===== config.mk =====
export PLATFORM = sky130hd
export DESIGN_NAME = ifof_hazard_ctrl_flat
export DESIGN_NICKNAME = d
export VERILOG_FILES = /design/src/rtl/ifof_hazard_ctrl_pkg.sv /design/src/rtl/ifof_hazard_ctrl_if.sv /design/src/rtl/ifof_src_decode.sv /design/src/rtl/ifof_hazard_ctrl.sv /design/src/flat_wrapper.sv
export SDC_FILE = /design/constraint.sdc
export NUM_CORES = 1
export LEC_CHECK = 0
export CORE_UTILIZATION = 48
export DETAILED_ROUTE_END_ITERATION = 12
export PLACE_DENSITY = 0.95
export RECOVER_POWER = 25
export SYNTH_ARGS = -nofsm -noshare
export SYNTH_HDL_FRONTEND = slang
export SYNTH_HIERARCHICAL = 1
export SYNTH_SLANG_ARGS = --single-unit

===== constraint.sdc =====
create_clock -name clk -period 9.2 [get_ports clk]
set_clock_uncertainty 0.15 [all_clocks]
set_input_delay 1.84 -clock clk [delete_from_list [all_inputs] [get_ports clk]]
set_output_delay 1.84 -clock clk [all_outputs]
set_load 0.005 [all_outputs]

===== src/rtl/ifof_hazard_ctrl_pkg.sv =====
// simplerisc_pkg: shared SimpleRISC definitions for the IF/OF hazard controller
// and its source decoder.
//   - opcode constants
//   - instruction field bit positions
//   - return-address register number
//   - hazard controller state enum
//   - is_md_op() helper, which flags multi-cycle mul/div/mod opcodes
package simplerisc_pkg;

  localparam logic [4:0] OP_MUL  = 5'b00010;
  localparam logic [4:0] OP_DIV  = 5'b00011;
  localparam logic [4:0] OP_MOD  = 5'b00100;
  localparam logic [4:0] OP_ALU_LAST = 5'b01001;  // last opcode of the ALU/cmp group
  localparam logic [4:0] OP_NOP  = 5'b01101;
  localparam logic [4:0] OP_LD   = 5'b01110;
  localparam logic [4:0] OP_ST   = 5'b01111;
  localparam logic [4:0] OP_BEQ  = 5'b10000;
  localparam logic [4:0] OP_BGT  = 5'b10001;
  localparam logic [4:0] OP_B    = 5'b10010;
  localparam logic [4:0] OP_CALL = 5'b10011;
  localparam logic [4:0] OP_RET  = 5'b10100;

  localparam int OP_MSB  = 31;
  localparam int OP_LSB  = 27;
  localparam int IMM_BIT = 26;
  localparam int RD_MSB  = 25;
  localparam int RD_LSB  = 22;
  localparam int RS1_MSB = 21;
  localparam int RS1_LSB = 18;
  localparam int RS2_MSB = 17;
  localparam int RS2_LSB = 14;

  localparam logic [3:0] RA_REG = 4'd15;

  typedef enum logic [1:0] {
    ST_RUN     = 2'd0,
    ST_MD_BUSY = 2'd1,
    ST_HALT    = 2'd2
  } hz_state_e;

  function automatic logic is_md_op(input logic [4:0] op);
    return (op == OP_MUL) || (op == OP_DIV) || (op == OP_MOD);
  endfunction

endpackage


===== src/rtl/ifof_hazard_ctrl_if.sv =====
// ifof_hazard_ctrl_if: bundle between the pipeline datapath and the hazard controller.
//   master modport (pipeline): drives the OF/EX status signals and receives the
//     stall, flush, bubble and hold controls.
//   slave modport (controller): the opposite direction.
//   CNT_W: width of the stall performance counter.
interface ifof_hazard_ctrl_if #(
  parameter int CNT_W = 16
);
  logic [31:0]      inst_of;
  logic             valid_of;
  logic             ex_valid;
  logic             ex_is_ld;
  logic [3:0]       ex_rd;
  logic             br_taken_ex;
  logic             mem_wait;
  logic             stall_pc;
  logic             stall_ifof;
  logic             flush_ifof;
  logic             bubble_ofex;
  logic             hold_ex;
  logic             halted;
  logic [CNT_W-1:0] stall_cycles;

  modport master (
    output inst_of, valid_of, ex_valid, ex_is_ld, ex_rd, br_taken_ex, mem_wait,
    input  stall_pc, stall_ifof, flush_ifof, bubble_ofex, hold_ex, halted, stall_cycles
  );

  modport slave (
    input  inst_of, valid_of, ex_valid, ex_is_ld, ex_rd, br_taken_ex, mem_wait,
    output stall_pc, stall_ifof, flush_ifof, bubble_ofex, hold_ex, halted, stall_cycles
  );
endinterface


===== src/rtl/ifof_src_decode.sv =====
// ifof_src_decode: combinational decode of the register sources read by an
// instruction. Shared with the forwarding unit.
//   inst_i          instruction word
//   src1_o/use1_o   rs1, or r15 for ret
//   src2_o/use2_o   rs2 (register form of ALU/cmp ops only)
//   src3_o/use3_o   rd, read as store data by st
module ifof_src_decode
  import simplerisc_pkg::*;
(
  input  logic [31:0] inst_i,
  output logic [3:0]  src1_o,
  output logic        use1_o,
  output logic [3:0]  src2_o,
  output logic        use2_o,
  output logic [3:0]  src3_o,
  output logic        use3_o
);

  logic [4:0] op;
  logic       is_alu;
  logic       unused_imm_bits;

  assign op     = inst_i[OP_MSB:OP_LSB];
  assign is_alu = (op <= OP_ALU_LAST);

  // ret has no rs1 field: it reads the return address register instead.
  assign src1_o = (op == OP_RET) ? RA_REG : inst_i[RS1_MSB:RS1_LSB];
  assign use1_o = is_alu | (op == OP_LD) | (op == OP_ST) | (op == OP_RET);

  assign src2_o = inst_i[RS2_MSB:RS2_LSB];
  assign use2_o = is_alu & ~inst_i[IMM_BIT];

  assign src3_o = inst_i[RD_MSB:RD_LSB];
  assign use3_o = (op == OP_ST);

  assign unused_imm_bits = ^inst_i[13:0];

endmodule


===== src/rtl/ifof_hazard_ctrl.sv =====
// ifof_hazard_ctrl: pipeline sequencing controller for the SimpleRISC 5-stage core.
// It compares the instruction in IF/OF with the instruction in EX and drives the
// PC, IF/OF, OF/EX and EX stall, flush and bubble controls.
//   clk, rst   core clock; asynchronous active-high reset
//   hz         slave side of ifof_hazard_ctrl_if
//                inputs:  OF/EX status, branch resolution, mem_wait
//                outputs: controls, halted, stall_cycles
//   MD_LAT     EX occupancy of mul/div/mod in cycles (2..15)
//   CNT_W      width of the stall performance counter
//   OP_HLT     opcode that halts the core
//
// state   | meaning
// RUN     | normal flow; resolves mem_wait, branch, load-use, halt, md issue
// MD_BUSY | mul/div/mod occupying EX; front end and EX held until md_cnt expires
// HALT    | core stopped; left only through rst
module ifof_hazard_ctrl
  import simplerisc_pkg::*;
#(
  parameter int         MD_LAT = 4,
  parameter int         CNT_W  = 16,
  parameter logic [4:0] OP_HLT = 5'b11111
)(
  input logic clk,
  input logic rst,
  ifof_hazard_ctrl_if.slave hz
);

  hz_state_e        state_q, state_d;
  logic [3:0]       md_cnt_q, md_cnt_d;
  logic [CNT_W-1:0] cnt_q, cnt_d;

  logic [3:0] src1, src2, src3;
  logic       use1, use2, use3;
  logic [4:0] op_of;
  logic       load_use, is_md, is_hlt;
  logic       stall_pc, stall_ifof, flush_ifof, bubble_ofex, hold_ex, halted;

  ifof_src_decode u_src_decode (
    .inst_i (hz.inst_of),
    .src1_o (src1),
    .use1_o (use1),
    .src2_o (src2),
    .use2_o (use2),
    .src3_o (src3),
    .use3_o (use3)
  );

  assign op_of    = hz.inst_of[OP_MSB:OP_LSB];
  assign load_use = hz.valid_of & hz.ex_valid & hz.ex_is_ld &
                    ((use1 & (src1 == hz.ex_rd)) |
                     (use2 & (src2 == hz.ex_rd)) |
                     (use3 & (src3 == hz.ex_rd)));
  assign is_md    = hz.valid_of & is_md_op(op_of);
  assign is_hlt   = hz.valid_of & (op_of == OP_HLT);

  always_comb begin
    state_d     = state_q;
    md_cnt_d    = md_cnt_q;
    stall_pc    = 1'b0;
    stall_ifof  = 1'b0;
    flush_ifof  = 1'b0;
    bubble_ofex = 1'b0;
    hold_ex     = 1'b0;
    halted      = 1'b0;

    case (state_q)
      ST_RUN: begin
        if (hz.mem_wait) begin
          stall_pc   = 1'b1;
          stall_ifof = 1'b1;
          hold_ex    = 1'b1;
        end else if (hz.br_taken_ex) begin
          // OF holds a wrong-path instruction, so its hazards are irrelevant.
          flush_ifof  = 1'b1;
          bubble_ofex = 1'b1;
        end else if (load_use) begin
          stall_pc    = 1'b1;
          stall_ifof  = 1'b1;
          bubble_ofex = 1'b1;
        end else if (is_hlt) begin
          stall_pc    = 1'b1;
          stall_ifof  = 1'b1;
          bubble_ofex = 1'b1;
          state_d     = ST_HALT;
        end else if (is_md) begin
          // The issue cycle itself counts toward the md op's EX occupancy.
          md_cnt_d = 4'(MD_LAT - 1);
          state_d  = ST_MD_BUSY;
        end
      end
      ST_MD_BUSY: begin
        stall_pc   = 1'b1;
        stall_ifof = 1'b1;
        hold_ex    = 1'b1;
        if (!hz.mem_wait) begin
          md_cnt_d = md_cnt_q - 4'd1;
          if (md_cnt_q == 4'd1) state_d = ST_RUN;
        end
      end
      ST_HALT: begin
        halted      = 1'b1;
        stall_pc    = 1'b1;
        stall_ifof  = 1'b1;
        bubble_ofex = 1'b1;
      end
      default: state_d = ST_RUN;
    endcase

    // Outputs are forced low combinationally while reset is asserted.
    if (rst) begin
      stall_pc    = 1'b0;
      stall_ifof  = 1'b0;
      flush_ifof  = 1'b0;
      bubble_ofex = 1'b0;
      hold_ex     = 1'b0;
      halted      = 1'b0;
    end
  end

  assign cnt_d = (stall_pc && (cnt_q != {CNT_W{1'b1}})) ? cnt_q + CNT_W'(1) : cnt_q;

  always_ff @(posedge clk or posedge rst) begin
    if (rst) begin
      state_q  <= ST_RUN;
      md_cnt_q <= 4'd0;
      cnt_q    <= '0;
    end else begin
      state_q  <= state_d;
      md_cnt_q <= md_cnt_d;
      cnt_q    <= cnt_d;
    end
  end

  assign hz.stall_pc     = stall_pc;
  assign hz.stall_ifof   = stall_ifof;
  assign hz.flush_ifof   = flush_ifof;
  assign hz.bubble_ofex  = bubble_ofex;
  assign hz.hold_ex      = hold_ex;
  assign hz.halted       = halted;
  assign hz.stall_cycles = cnt_q;

endmodule


===== src/flat_wrapper.sv =====
// flat-port wrapper written by rule: the top's interface ports become plain ports
module ifof_hazard_ctrl_flat import simplerisc_pkg::*;
#(
  parameter int         MD_LAT = 4,
  parameter int         CNT_W  = 16,
  parameter logic [4:0] OP_HLT = 5'b11111
)
  (clk, rst, hz_inst_of, hz_valid_of, hz_ex_valid, hz_ex_is_ld, hz_ex_rd, hz_br_taken_ex, hz_mem_wait, hz_stall_pc, hz_stall_ifof, hz_flush_ifof, hz_bubble_ofex, hz_hold_ex, hz_halted, hz_stall_cycles);
  ifof_hazard_ctrl_if #(.CNT_W(CNT_W)) hz_i ();
  input logic clk;
  input logic rst;
  input wire logic [$bits(hz_i.inst_of)-1:0] hz_inst_of;
  input wire logic [$bits(hz_i.valid_of)-1:0] hz_valid_of;
  input wire logic [$bits(hz_i.ex_valid)-1:0] hz_ex_valid;
  input wire logic [$bits(hz_i.ex_is_ld)-1:0] hz_ex_is_ld;
  input wire logic [$bits(hz_i.ex_rd)-1:0] hz_ex_rd;
  input wire logic [$bits(hz_i.br_taken_ex)-1:0] hz_br_taken_ex;
  input wire logic [$bits(hz_i.mem_wait)-1:0] hz_mem_wait;
  output wire logic [$bits(hz_i.stall_pc)-1:0] hz_stall_pc;
  output wire logic [$bits(hz_i.stall_ifof)-1:0] hz_stall_ifof;
  output wire logic [$bits(hz_i.flush_ifof)-1:0] hz_flush_ifof;
  output wire logic [$bits(hz_i.bubble_ofex)-1:0] hz_bubble_ofex;
  output wire logic [$bits(hz_i.hold_ex)-1:0] hz_hold_ex;
  output wire logic [$bits(hz_i.halted)-1:0] hz_halted;
  output wire logic [$bits(hz_i.stall_cycles)-1:0] hz_stall_cycles;
  assign hz_i.inst_of = hz_inst_of;
  assign hz_i.valid_of = hz_valid_of;
  assign hz_i.ex_valid = hz_ex_valid;
  assign hz_i.ex_is_ld = hz_ex_is_ld;
  assign hz_i.ex_rd = hz_ex_rd;
  assign hz_i.br_taken_ex = hz_br_taken_ex;
  assign hz_i.mem_wait = hz_mem_wait;
  assign hz_stall_pc = hz_i.stall_pc;
  assign hz_stall_ifof = hz_i.stall_ifof;
  assign hz_flush_ifof = hz_i.flush_ifof;
  assign hz_bubble_ofex = hz_i.bubble_ofex;
  assign hz_hold_ex = hz_i.hold_ex;
  assign hz_halted = hz_i.halted;
  assign hz_stall_cycles = hz_i.stall_cycles;
  ifof_hazard_ctrl #(.MD_LAT(MD_LAT), .CNT_W(CNT_W), .OP_HLT(OP_HLT)) u_core (.clk(clk), .rst(rst), .hz(hz_i));
endmodule

Word-level counts from Yosys, hierarchy flattened
Index checks and enable logic that the tools add are counted.
Operators by class
  $add $sub $neg: 2
  magnitude comparators: 1
  eq/ne operators: 22
  muxes and demuxes: 35
  bitwise gates (word level): 16
  reduce and logical (&&, ||, !) cells: 8
Operators by type and width (count)
  $mux W4: 7
  $add A16 B1 Y16 const B: 1
  $mux W1: 16
  $ne A16 B16 Y1 const B: 1
  $mux W2: 7
  $reduce_and A7 Y1: 2
  $eq A4 B4 Y1: 3
  $eq A5 B2 Y1 const B: 2
  $eq A5 B4 Y1 const B: 2
  $eq A5 B5 Y1 const B: 2
  $ne A2 B2 Y1 const B: 5
  $and A1 B1 Y1: 9
  $pmux W4 S2: 1
  $pmux W1 S2: 3
  $pmux W2 S3: 1
  $eq A5 B3 Y1 const B: 1
  $le A5 B4 Y1 const B: 1
  $or A1 B1 Y1: 5
  $eq A4 B1 Y1 const B: 1
  $ne A2 B1 Y1 const B: 2
  $sub A4 B1 Y4 const B: 1
  $ne A3 B1 Y1 const B: 1
  $eq A2 B1 Y1 const B: 1
  $eq A2 B2 Y1 const B: 1
  other kinds (6): 8
Storage, ports and cells
  flip-flop bits (word level): 22
  input bits: 43
  output and inout bits: 22
  word-level logic and storage cells: 87

Longest topological paths before layout
Gate-level depths: netlist (run 1).
  depth in word-level cells: 14
  gate-level depth with buffers: 9
  depth with buffers taken out: 8

Hierarchy
Netlist (run 1), hierarchy kept.
Modules (own cells, without submodules)
  ifof_hazard_ctrl: times used 1, cells an instance 174, area an instance 1529.0 um2, sequential area each 550.5 um2
  ifof_src_decode: times used 1, cells an instance 21, area an instance 163.9 um2, sequential area each 0.0 um2

Worst setup path after synthesis (run 1)
No wires, ideal clock.
  path kind: input-to-output
  start point: input port hz_inst_of[28]
  end point: output port hz_stall_pc
  arrival time: 3532 ps
  required time: 7210 ps
  path slack: 3678 ps
  stages: 9
  buffers on the path: 2
  cell sequence: or3b_4 o21bai_1 xnor2_1 nand4_1 nor2_1 nor3_1 buf_2 nor3_1 buf_4
On the way
  elaborated cells between the ends (all ways): 24
  those cells by class: 1 x order compare; 5 x eq/ne; 7 x mux; 11 x bitwise
RTL lines
  from (decl): RTL line flat_wrapper.sv:12  | input wire logic [$bits(hz_i.inst_of)-1:0] hz_inst_of;
  $eq A5 B5 Y1: RTL line ifof_src_decode.sv:27  | assign src1_o = (op == OP_RET) ? RA_REG : inst_i[RS1_MSB:RS1_LSB];
  $mux W4: RTL line ifof_src_decode.sv:27
  via u_core.src1[3]: RTL line ifof_hazard_ctrl.sv:32  | logic [3:0] src1, src2, src3;
  $eq A4 B4 Y1: RTL line ifof_hazard_ctrl.sv:50  | ((use1 & (src1 == hz.ex_rd)) |
  $and A1 B1 Y1: RTL line ifof_hazard_ctrl.sv:50
  $or A1 B1 Y1: RTL line ifof_hazard_ctrl.sv:50
  $or A1 B1 Y1: RTL line ifof_hazard_ctrl.sv:51  | (use2 & (src2 == hz.ex_rd)) |
  $and A1 B1 Y1: RTL line ifof_hazard_ctrl.sv:49  | assign load_use = hz.valid_of & hz.ex_valid & hz.ex_is_ld &
  $mux W1 (3 in a row)
  $pmux W1 S2
  $mux W1
  to (decl): RTL line flat_wrapper.sv:19  | output wire logic [$bits(hz_i.stall_pc)-1:0] hz_stall_pc;
The timed path passes the listed nets, and every way through them passes these cells.

Final worst setup path (run 1)
  start point: input port hz_inst_of[29]
  end point: output port hz_bubble_ofex
On the way
  elaborated cells between the ends (all ways): 24
  those cells by class: 1 x order compare; 5 x eq/ne; 7 x mux; 11 x bitwise
RTL lines
  $eq A5 B5 Y1: RTL line ifof_src_decode.sv:27
  $mux W4: RTL line ifof_src_decode.sv:27
  via u_core.src1[0]: RTL line ifof_hazard_ctrl.sv:32
  $eq A4 B4 Y1: RTL line ifof_hazard_ctrl.sv:50
  $and A1 B1 Y1: RTL line ifof_hazard_ctrl.sv:50
  $or A1 B1 Y1: RTL line ifof_hazard_ctrl.sv:50
  $or A1 B1 Y1: RTL line ifof_hazard_ctrl.sv:51
  $and A1 B1 Y1: RTL line ifof_hazard_ctrl.sv:49
  $mux W1: RTL line ifof_hazard_ctrl.sv:76  | end else if (load_use) begin
  $mux W1: RTL line ifof_hazard_ctrl.sv:72  | end else if (hz.br_taken_ex) begin
  $mux W1: RTL line ifof_hazard_ctrl.sv:68  | if (hz.mem_wait) begin
  $pmux W1 S2: RTL line ifof_hazard_ctrl.sv:66  | case (state_q)
  $mux W1: RTL line ifof_hazard_ctrl.sv:110  | if (rst) begin
  to (decl): RTL line flat_wrapper.sv:22  | output wire logic [$bits(hz_i.bubble_ofex)-1:0] hz_bubble_ofex;
The timed path passes the listed nets, and every way through them passes these cells.

==> impl_results.md, run 1 <==
- Initial antenna violation count: 0
- Max_cap viols: 0
- Critical Path RT: 7.21 ns
- Critical path class: in2out
- Worst slew pin tran: 0.855 ns
- Die area: 0.00377 mm^2
- CTS tree: yes
- Area fraction of the dominant cell type after synthesis: 0.325
- Clock sinks: 22
- Detailed Routing Iterations Pass 1: 4
- Sequential share of the synthesized area: 0.325
- Max FO, Critical Path: 8
- Warnings, synthesis: 6
- Ant diodes: 0
- Bufs on Longest Clock Path: 2
- Initial Util: 0.503
- CP delay by family, top: buffers and inverters
- Area growth, synth to finish: 31.0%
- Die Span Y: 61.4 um
- CTS H-Tree Depth: 1
- FF-to-FF path depth: 6
- Cells after Synth: 195
- Leak: 0.000917 uW
- CTS Hold Buffers Added: 0
- Reg-to-reg setup timing slack: 6.71 ns
- Core outline area: 0.00336 mm^2
- Via count of the first global-routing pass: 1333
- Synth Net Count: 245
- Post-synthesis xor/xnor area fraction: 0.129
- Yosys cell types: 40
- Complex-gate fraction of the synthesized area: 0.0857
- Routed wire length per instance: 13.3 um
- Layout cells sized above 1: 0.0638
- # Post-CTS Setup Buffers: 0
- Switching Share: 0.358
- Antenna viol nets, final: 0
- DRC: 0
- Clock share of power: 0.185
- Mapped Avg Cell Area: 8.68 um^2
- Synth Area in Adders: 0.0517
- Largest net degree at the start of global routing: 23
- Crit-path cells: clkdlybuf4s50_1, or3b_4, o21bai_1, xnor2_1, nand4_1, nor2_1, or3_1, nor2_1, a211oi_1, clkdlybuf4s50_1
- Reg power frac: 0.366
- #FFs+latches synth: 22
- Max Clock Freq: 0.151 GHz
- Post-Syn Area: 0.00169 mm^2
- Simple-gate area share of the yosys netlist: 0.287
- Port Buffers: 50
- Fin Hold WS: 0.345 ns
- Comb pwr share: 0.449
- Period utilisation layout: 0.718
- Setup TNS: 0 ns
- Final Routed Wirelength: 3.72 mm
- Critical Path AT: 4.62 ns
- Result of the run: complete, no violations
- Die extent in x: 61.4 um
- CTS Buf Count: 3
- Largest family of logic cells by synthesized area: simple AND/OR/NAND/NOR gates
- First-pass GRT wire length: 5.89 mm
- DR iter-0 viols: 75
- Psw: 142 uW
- Commonest cells post-synth: dfrtp_1, nand2_1, xnor2_1
- Crit start category: primary input
- Post-synth EDFFs: 0
- Grt ovf: 0
- Routed vias/inst: 5.36
- Site Rows: 21
- Post-synth top flop: dfrtp_1
- Slew Limit Fails: 0
- Hold_sp: u_core/hz.stall_cycles[9]$_DFFE_PP0P_
- Total track usage: 0.206
- DP Wirelength: 2.89 mm
- Slowest Stage Delay on Critical Path: 0.58 ns
- Crit end category: output port
- CTS clk-pin slew, worst paths: 0.12 ns
- Reg2reg end: u_core/hz.stall_cycles[13]$_DFFE_PP0P_
- Minimum clock period after layout: 6.61 ns
- Routed vias: 1506
- Peak VDD IR: 0.101 mV
- GPL Wtd Cong: 0.886
- Path category of the worst min-delay check: reg2reg
- # IOs: 65
- Largest cells by area after synthesis: dfrtp_1, xnor2_1, xor2_1
- Int Power: 254 uW
- # resized after CTS: 0
- Cell Pwr Density: 179 mW/mm^2
- RSZ-0062 raised after global routing: false
- Hold path depth: 1
- Final hold vios: 0
- Clock Latency Late Sink: 0.31 ns
- # setup viols final: 0
- Post-synth ARST share: 1.00
- Max_slew headroom: 0.426
- Fin nets: 286
- Worst R2R Start: u_core/hz.stall_cycles[6]$_DFFE_PP0P_
- Post-synthesis mux area share: 0.0458
- CTS root buffer: clkbuf_4
- WP buf/inv: 2
- Worst Hold End: u_core/hz.stall_cycles[9]$_DFFE_PP0P_
- Largest area contributor in the netlist: dfrtp_1
- Crit path max-delay cell type: clkdlybuf4s50_1
worst reg2reg max path, stage by stage (launching register included):
cell and delay [ns]:
dfrtp_1 0.46, and4_1 0.30, nand4_1 0.21, nor3_1 0.71, nand3b_1 0.29, nor4_1 0.09
xor2_1 0.15
cell type report:
type                    instances  area (um^2)
multi-input cells             149         1010
inverters                       9         33.8
repair buffers                 51          508
flip-flops and latches         22          551
clock inverters                 1         30.0
fillers                       279         1150
well taps                      46         57.6
clock buffers                   3         22.5
layout by cell type, fill, tap and decap left out, types with 2 or more instances in the layout:
cell and instances:
xor2_1 12, and4_1 2, o21bai_1 4, or4_1 4, nand2_1 22, nand4_1 6, inv_1 9, nand3b_1 2
dfrtp_1 22, and3_1 2, ha_1 7, clkbuf_4 3, or3_1 2, nor2_1 11, a21oi_1 3, or2_2 2
nand2b_1 5, xnor2_1 13, clkdlybuf4s50_1 49, mux2_2 6, nor4_1 7, nor3_1 10, o211ai_1 3, nand3_1 11
power by group through the flow:
stage	Clock (uW)	Sequential [uW]	Combinational (uW)
floorplan	0	142	110
global placement	0	146	171
detailed placement	0	147	177
CTS	74.3	145	179
global route	79.5	150	200
finish	73.1	145	178
cell families after synthesis:
kind of cell | count (synthesis)
DFF | 22
and+or+nand+nor | 91
buffers and inverters | 24
xor gates and xnor gates | 25
AOI/OAI and AO/OA | 19
muxes | 7
adders and majority gates | 7
per-layer routing:
layer,routed length (um),vias up,track usage,part of all wire
met3,196,2,0.0441,0.053
met5,0,-,0,0
met1,1740,691,0.298,0.47
met4,14,0,0.0508,0.0038
li1,-,764,-,-
met2,1780,49,0.317,0.48
worst max-delay path by stage:
stage | startpoint | endpoint | cells after the start | slack, ns
final | hz_inst_of[29] | hz_bubble_ofex | 10 | 2.59
after CTS | hz_inst_of[29] | hz_bubble_ofex | 10 | 2.60
after floorplan | hz_inst_of[28] | hz_stall_pc | 9 | 3.68
after global routing | hz_inst_of[29] | hz_bubble_ofex | 10 | 2.43
after detailed placement | hz_inst_of[29] | hz_bubble_ofex | 10 | 2.61
after global placement | hz_inst_of[29] | hz_bubble_ofex | 10 | 2.72
per-stage QoR:
step | total power [uW] | cell area, um^2 | cells | util | setup slack, ns
3_3_place_gp | 316 | 2160 | 277 | 0.644 | 2.72
4_1_cts | 398 | 2220 | 281 | 0.659 | 2.60
2_1_floorplan | 252 | 1690 | 195 | - | 3.68
3_5_place_dp | 324 | 2160 | 277 | 0.644 | 2.61
5_1_grt | 429 | 2220 | 281 | 0.659 | 2.43
6_report | 396 | 2220 | 281 | 0.659 | 2.59
registers in the layout, summed over array words and instances, names as in the netlist:
name / cells
u_core/hz.stall_cycles: 16
u_core/md_cnt_q: 4
u_core/state_q: 2
Note: power is estimated with default switching activity, not from simulation.
==> inputs of run 2 (changes only) <==
CORE_UTILIZATION = 44   (was 48)
PLACE_DENSITY = 0.91   (was 0.95)
clock period = 6.4 ns   (was 9.2 ns; I/O delays follow)
==> run 2 against run 1 <==
Against the previous run: largest power group unchanged; final cell count up 0.71%; global-route usage shrank 2.4 points; largest cell class unchanged; critical path type unchanged; critical endpoint unchanged; non-clock buffer count did not move; first-iteration DRC count rose by 16%; core utilization shrank 5.7 points; die area up 8.8%; total power grew 41%.
==> impl_results.md, run 2 (synthesis results as in run 1) <==
- Final setup margin: 0.987 ns
- Clock Latency Late Sink: 0.26 ns
- Int Power: 357 uW
- Max reg flops: 16
- Grt ovf: 0
- Multi-input logic area: 0.00101 mm^2
- Antenna viol nets, final: 0
- Routed vias/inst: 5.47
- Worst slew pin tran: 0.798 ns
- Register area: 551 um^2
- Die Span Y: 64.0 um
- RSZ-0062 raised after global routing: false
- Peak VDD IR: 0.103 mV
- Fin nets: 286
- Die extent in x: 64.0 um
- Bufs on Longest Clock Path: 2
- Ant diodes: 0
- Max FO, Critical Path: 8
- End point of the critical path: hz_bubble_ofex
- Leak: 0.000918 uW
- Layout cells sized above 1: 0.0638
- Cell Pwr Density: 251 mW/mm^2
- Initial Util: 0.459
- Minimum clock period after layout: 5.41 ns
- CTS root buffer: clkbuf_8
- Path category of the worst min-delay check: reg2reg
- Critical Path RT: 4.97 ns
- DR iter-0 viols: 87
- # setup viols final: 0
- Clock share of power: 0.170
- Crit end category: output port
- Non-Filler Instances: 283
- Period utilisation layout: 0.846
- Max_slew headroom: 0.467
- FF-to-FF path depth: 6
- Critical path class: in2out
- Total track usage: 0.183
- Initial antenna violation count: 0
- Largest net degree at the start of global routing: 23
- Site Rows: 22
- Result of the run: complete, no violations
- Max Clock Freq: 0.185 GHz
- Fill cells: 333
- Post-layout util: 0.602
- Reg-to-reg setup timing slack: 3.95 ns
- Reg power frac: 0.375
- Port Buffers: 50
- Comb pwr share: 0.455
- Final Routed Wirelength: 3.43 mm
- # resized after CTS: 0
- Detailed Routing Iterations Pass 1: 4
- Critical Path AT: 3.98 ns
- Max_cap viols: 0
- Switching Share: 0.361
- Clock sinks: 22
- Dpl cells: 279
- Most frequent cells in the layout: clkdlybuf4s50_1, nand2_1, dfrtp_1
- Die area: 0.00410 mm^2
- CTS H-Tree Depth: 1
- # Post-CTS Setup Buffers: 0
- CTS tree: yes
- Routed wire length per instance: 12.1 um
- DP Wirelength: 2.79 mm
- # IOs: 65
- CTS Hold Buffers Added: 0
- Routed vias: 1547
- Final hold vios: 0
- Psw: 202 uW
- Core outline area: 0.00369 mm^2
- Area growth, synth to finish: 31.3%
- Slew Limit Fails: 0
- CTS clk-pin slew, worst paths: 0.07 ns
- Crit start category: primary input
- CTS Buf Count: 3
- Crit path from: hz_inst_of[29]
- DRC: 0
- Commonest non-fill, non-tap cell in the layout: clkdlybuf4s50_1
- Worst R2R Start: u_core/state_q[1]$_DFFE_PP0P_
- First-pass GRT wire length: 5.95 mm
- GPL Wtd Cong: 0.859
- Via count of the first global-routing pass: 1385
- Setup TNS: 0 ns
- Pre-CTS setup slack: 0.979 ns
- Reg2reg end: u_core/hz.stall_cycles[14]$_DFFE_PP0P_
run 2: cell count changes in the layout (fill, tap and decap cells not counted):
cell / delta
clkbuf_8: +4
clkbuf_4: -3
bufinv_16: -1
run 2: final cells by class:
class / instances / area share
multi-input combinational: 149 / 0.457
sequential: 22 / 0.248
timing repair buffer: 51 / 0.229
tap: 48 / 0.0270
clock buffer: 4 / 0.0248
inverter: 9 / 0.0152
run 2: worst max-delay path: stages:
cell	delay, ns
clkdlybuf4s50_1	0.58
or3b_4	0.45
o21bai_1	0.20
xnor2_1	0.15
nand4_1	0.10
nor2_1	0.12
or3_1	0.27
nor2_1	0.08
a211oi_1	0.21
clkdlybuf4s50_1	0.53
run 2: worst min path at each step:
stage                                               start                                     to  slack [ns]  depth (start not counted)
floorplan           u_core/hz.stall_cycles[9]$_DFFE_PP0P_  u_core/hz.stall_cycles[9]$_DFFE_PP0P_        0.33                          1
global placement    u_core/hz.stall_cycles[4]$_DFFE_PP0P_  u_core/hz.stall_cycles[4]$_DFFE_PP0P_        0.32                          1
detailed placement  u_core/hz.stall_cycles[9]$_DFFE_PP0P_  u_core/hz.stall_cycles[9]$_DFFE_PP0P_        0.35                          1
CTS                 u_core/hz.stall_cycles[9]$_DFFE_PP0P_  u_core/hz.stall_cycles[9]$_DFFE_PP0P_        0.36                          1
global route        u_core/hz.stall_cycles[9]$_DFFE_PP0P_  u_core/hz.stall_cycles[9]$_DFFE_PP0P_        0.37                          1
finish              u_core/hz.stall_cycles[4]$_DFFE_PP0P_  u_core/hz.stall_cycles[4]$_DFFE_PP0P_        0.35                          1
run 2: layer usage:
metal  wire length (um)  global-route usage  part of all wire  vias to the layer above
li1                   -                   -                 -                      766
met1               1450               0.219              0.42                      734
met2               1810               0.339              0.53                       45
met3                149              0.0304             0.043                        2
met4                 21              0.0369            0.0061                        0
met5                  0                   0                 0                        -
run 2: through the flow:
step                hold slack, ns  power (uW)  area (um^2)
floorplan                    0.328         362         1690
global placement             0.321         456         2170
detailed placement           0.352         465         2170
CTS                          0.361         563         2220
global route                 0.372         603         2220
finish                       0.355         559         2220
run 2: power by group through the flow:
stage	sequential (uW)	combinational [uW]	clock [uW]
final	209	254	95.0
after global routing	217	282	104
after CTS	209	255	98.7
after detailed placement	212	254	0
after global placement	210	246	0
after floorplan	204	158	0
==> inputs of run 3 (changes only) <==
clock period = 5.47 ns   (was 6.4 ns; I/O delays follow)
==> run 3 against run 2 <==
Against the previous run: die area did not move; sequential power rose by 18%; hold slack got worse by 0.0092 ns; core utilization fell by 0.37 points; combinational power rose by 18%; global-route usage rose by 0.57 points; via count fell by 1.1%.
==> impl_results.md, run 3 (synthesis results as in run 1) <==
- Routed length on met2: 1.79 mm
- # setup viols final: 0
- Total track usage: 0.189
- Max Clock Freq: 0.199 GHz
- Port Buffers: 50
- Met3 wire length: 146 um
- Critical Path AT: 3.78 ns
- Clock sinks: 22
- Worst R2R Start: u_core/state_q[0]$_DFFE_PP0P_
- Critical Path RT: 4.23 ns
- # Post-CTS Setup Buffers: 0
- Grt ovf: 0
- CTS clk-pin slew, worst paths: 0.08 ns
- Die area: 0.00410 mm^2
- Final hold vios: 0
- Fin Hold WS: 0.345 ns
- Die Span Y: 64.0 um
- First-pass GRT wire length: 6.29 mm
- Period utilisation layout: 0.918
- CTS H-Tree Depth: 1
- Leak: 0.000910 uW
- # resized after CTS: 0
- Crit end category: output port
- Most frequent cells in the layout: clkdlybuf4s50_1, nand2_1, dfrtp_1
- Ant diodes: 0
- Fin nets: 286
- Largest net degree at the start of global routing: 23
- Worst slew pin tran: 0.792 ns
- # IOs: 65
- Fill cells: 320
- Via count of the first global-routing pass: 1470
- Commonest non-fill, non-tap cell in the layout: clkdlybuf4s50_1
- RSZ-0062 raised after global routing: false
- CTS Hold Buffers Added: 0
- GPL Wtd Cong: 0.854
- Critical path class: in2out
- Core outline area: 0.00369 mm^2
- Dpl cells: 279
- Hold_sp: u_core/hz.stall_cycles[9]$_DFFE_PP0P_
- Metal-1 WL: 1.58 mm
- Routed wire length per instance: 12.6 um
- Minimum clock period after layout: 5.02 ns
- CTS tree: yes
- Result of the run: complete, no violations
- Max_slew headroom: 0.468
- Register area: 551 um^2
- Slew Limit Fails: 0
- Crit start category: primary input
- Antenna viol nets, final: 0
- Cell Pwr Density: 291 mW/mm^2
- CTS Buf Count: 3
- Site Rows: 22
- Max_cap viols: 0
- Area growth, synth to finish: 30.5%
- Routed vias: 1530
- Multi-input logic area: 0.00101 mm^2
- Clock Latency Late Sink: 0.25 ns
- DP Wirelength: 2.73 mm
- Setup TNS: 0 ns
- Max Used Layer: met4
- CTS root buffer: clkbuf_8
- Bufs on Longest Clock Path: 2
- Initial Util: 0.459
- DR iter-0 viols: 178
- DRC: 0
- Non-Filler Instances: 282
- Peak VDD IR: 0.106 mV
- Final Routed Wirelength: 3.55 mm
- Max reg flops: 16
- Die extent in x: 64.0 um
- Path category of the worst min-delay check: reg2reg
- Crit path from: hz_inst_of[29]
- Initial antenna violation count: 0
- Routed vias/inst: 5.43
- Layout cells sized above 1: 0.0598
- Max FO, Critical Path: 8
- Detailed Routing Iterations Pass 1: 4
==> run 3: final timing paths <==
check	endpoint	slack (ns)	cells after the start
max	hz_bubble_ofex	0.45	10
min	u_core/hz.stall_cycles[9]$_DFFE_PP0P_	0.35	1
max reg2reg	u_core/hz.stall_cycles[14]$_DFFE_PP0P_	3.06	6
min reg2reg	u_core/hz.stall_cycles[9]$_DFFE_PP0P_	0.35	1
max in group asynchronous	u_core/state_q[1]$_DFFE_PP0P_	3.24	2
min in group asynchronous	u_core/hz.stall_cycles[10]$_DFFE_PP0P_	1.44	2
==> run 3: stage by stage <==
stage	cell area (um^2)	total power [uW]	setup slack, ns	utilization
6_report	2210	643	0.451	0.599
5_1_grt	2210	691	0.239	0.599
4_1_cts	2210	643	0.440	0.599
3_5_place_dp	2170	546	0.439	0.588
3_3_place_gp	2170	534	0.489	0.588
2_1_floorplan	1690	424	1.44	-
==> run 3: critical path, stage by stage <==
cell and delay [ns]:
clkdlybuf4s50_1 0.57, or3b_4 0.44, o21bai_1 0.19, xnor2_1 0.14, nand4_1 0.10, nor2_1 0.14
or3_1 0.27, nor2_1 0.08, a211oi_1 0.21, clkdlybuf4s50_1 0.53
==> run 3: final cells by class <==
| type | instances | area share |
|---|---|---|
| flip-flops and latches | 22 | 0.249 |
| well taps | 48 | 0.0272 |
| repair buffers | 51 | 0.230 |
| clock buffers | 3 | 0.0187 |
| multi-input cells | 149 | 0.459 |
| inverters | 9 | 0.0153 |
==> run 3: layer usage <==
layer  track usage  vias up
met1         0.242      717
met4        0.0540        0
li1              -      761
met3        0.0179        4
met5             0        -
met2         0.332       48
==> run 3: report_power, final <==
part,switching (uW),leakage [uW],total [uW],internal (uW)
clock network,48.1,0.0000216,97.1,49.0
registers,46.0,0.000284,246,200
logic,146,0.000605,299,153
total,240,0.000910,643,402
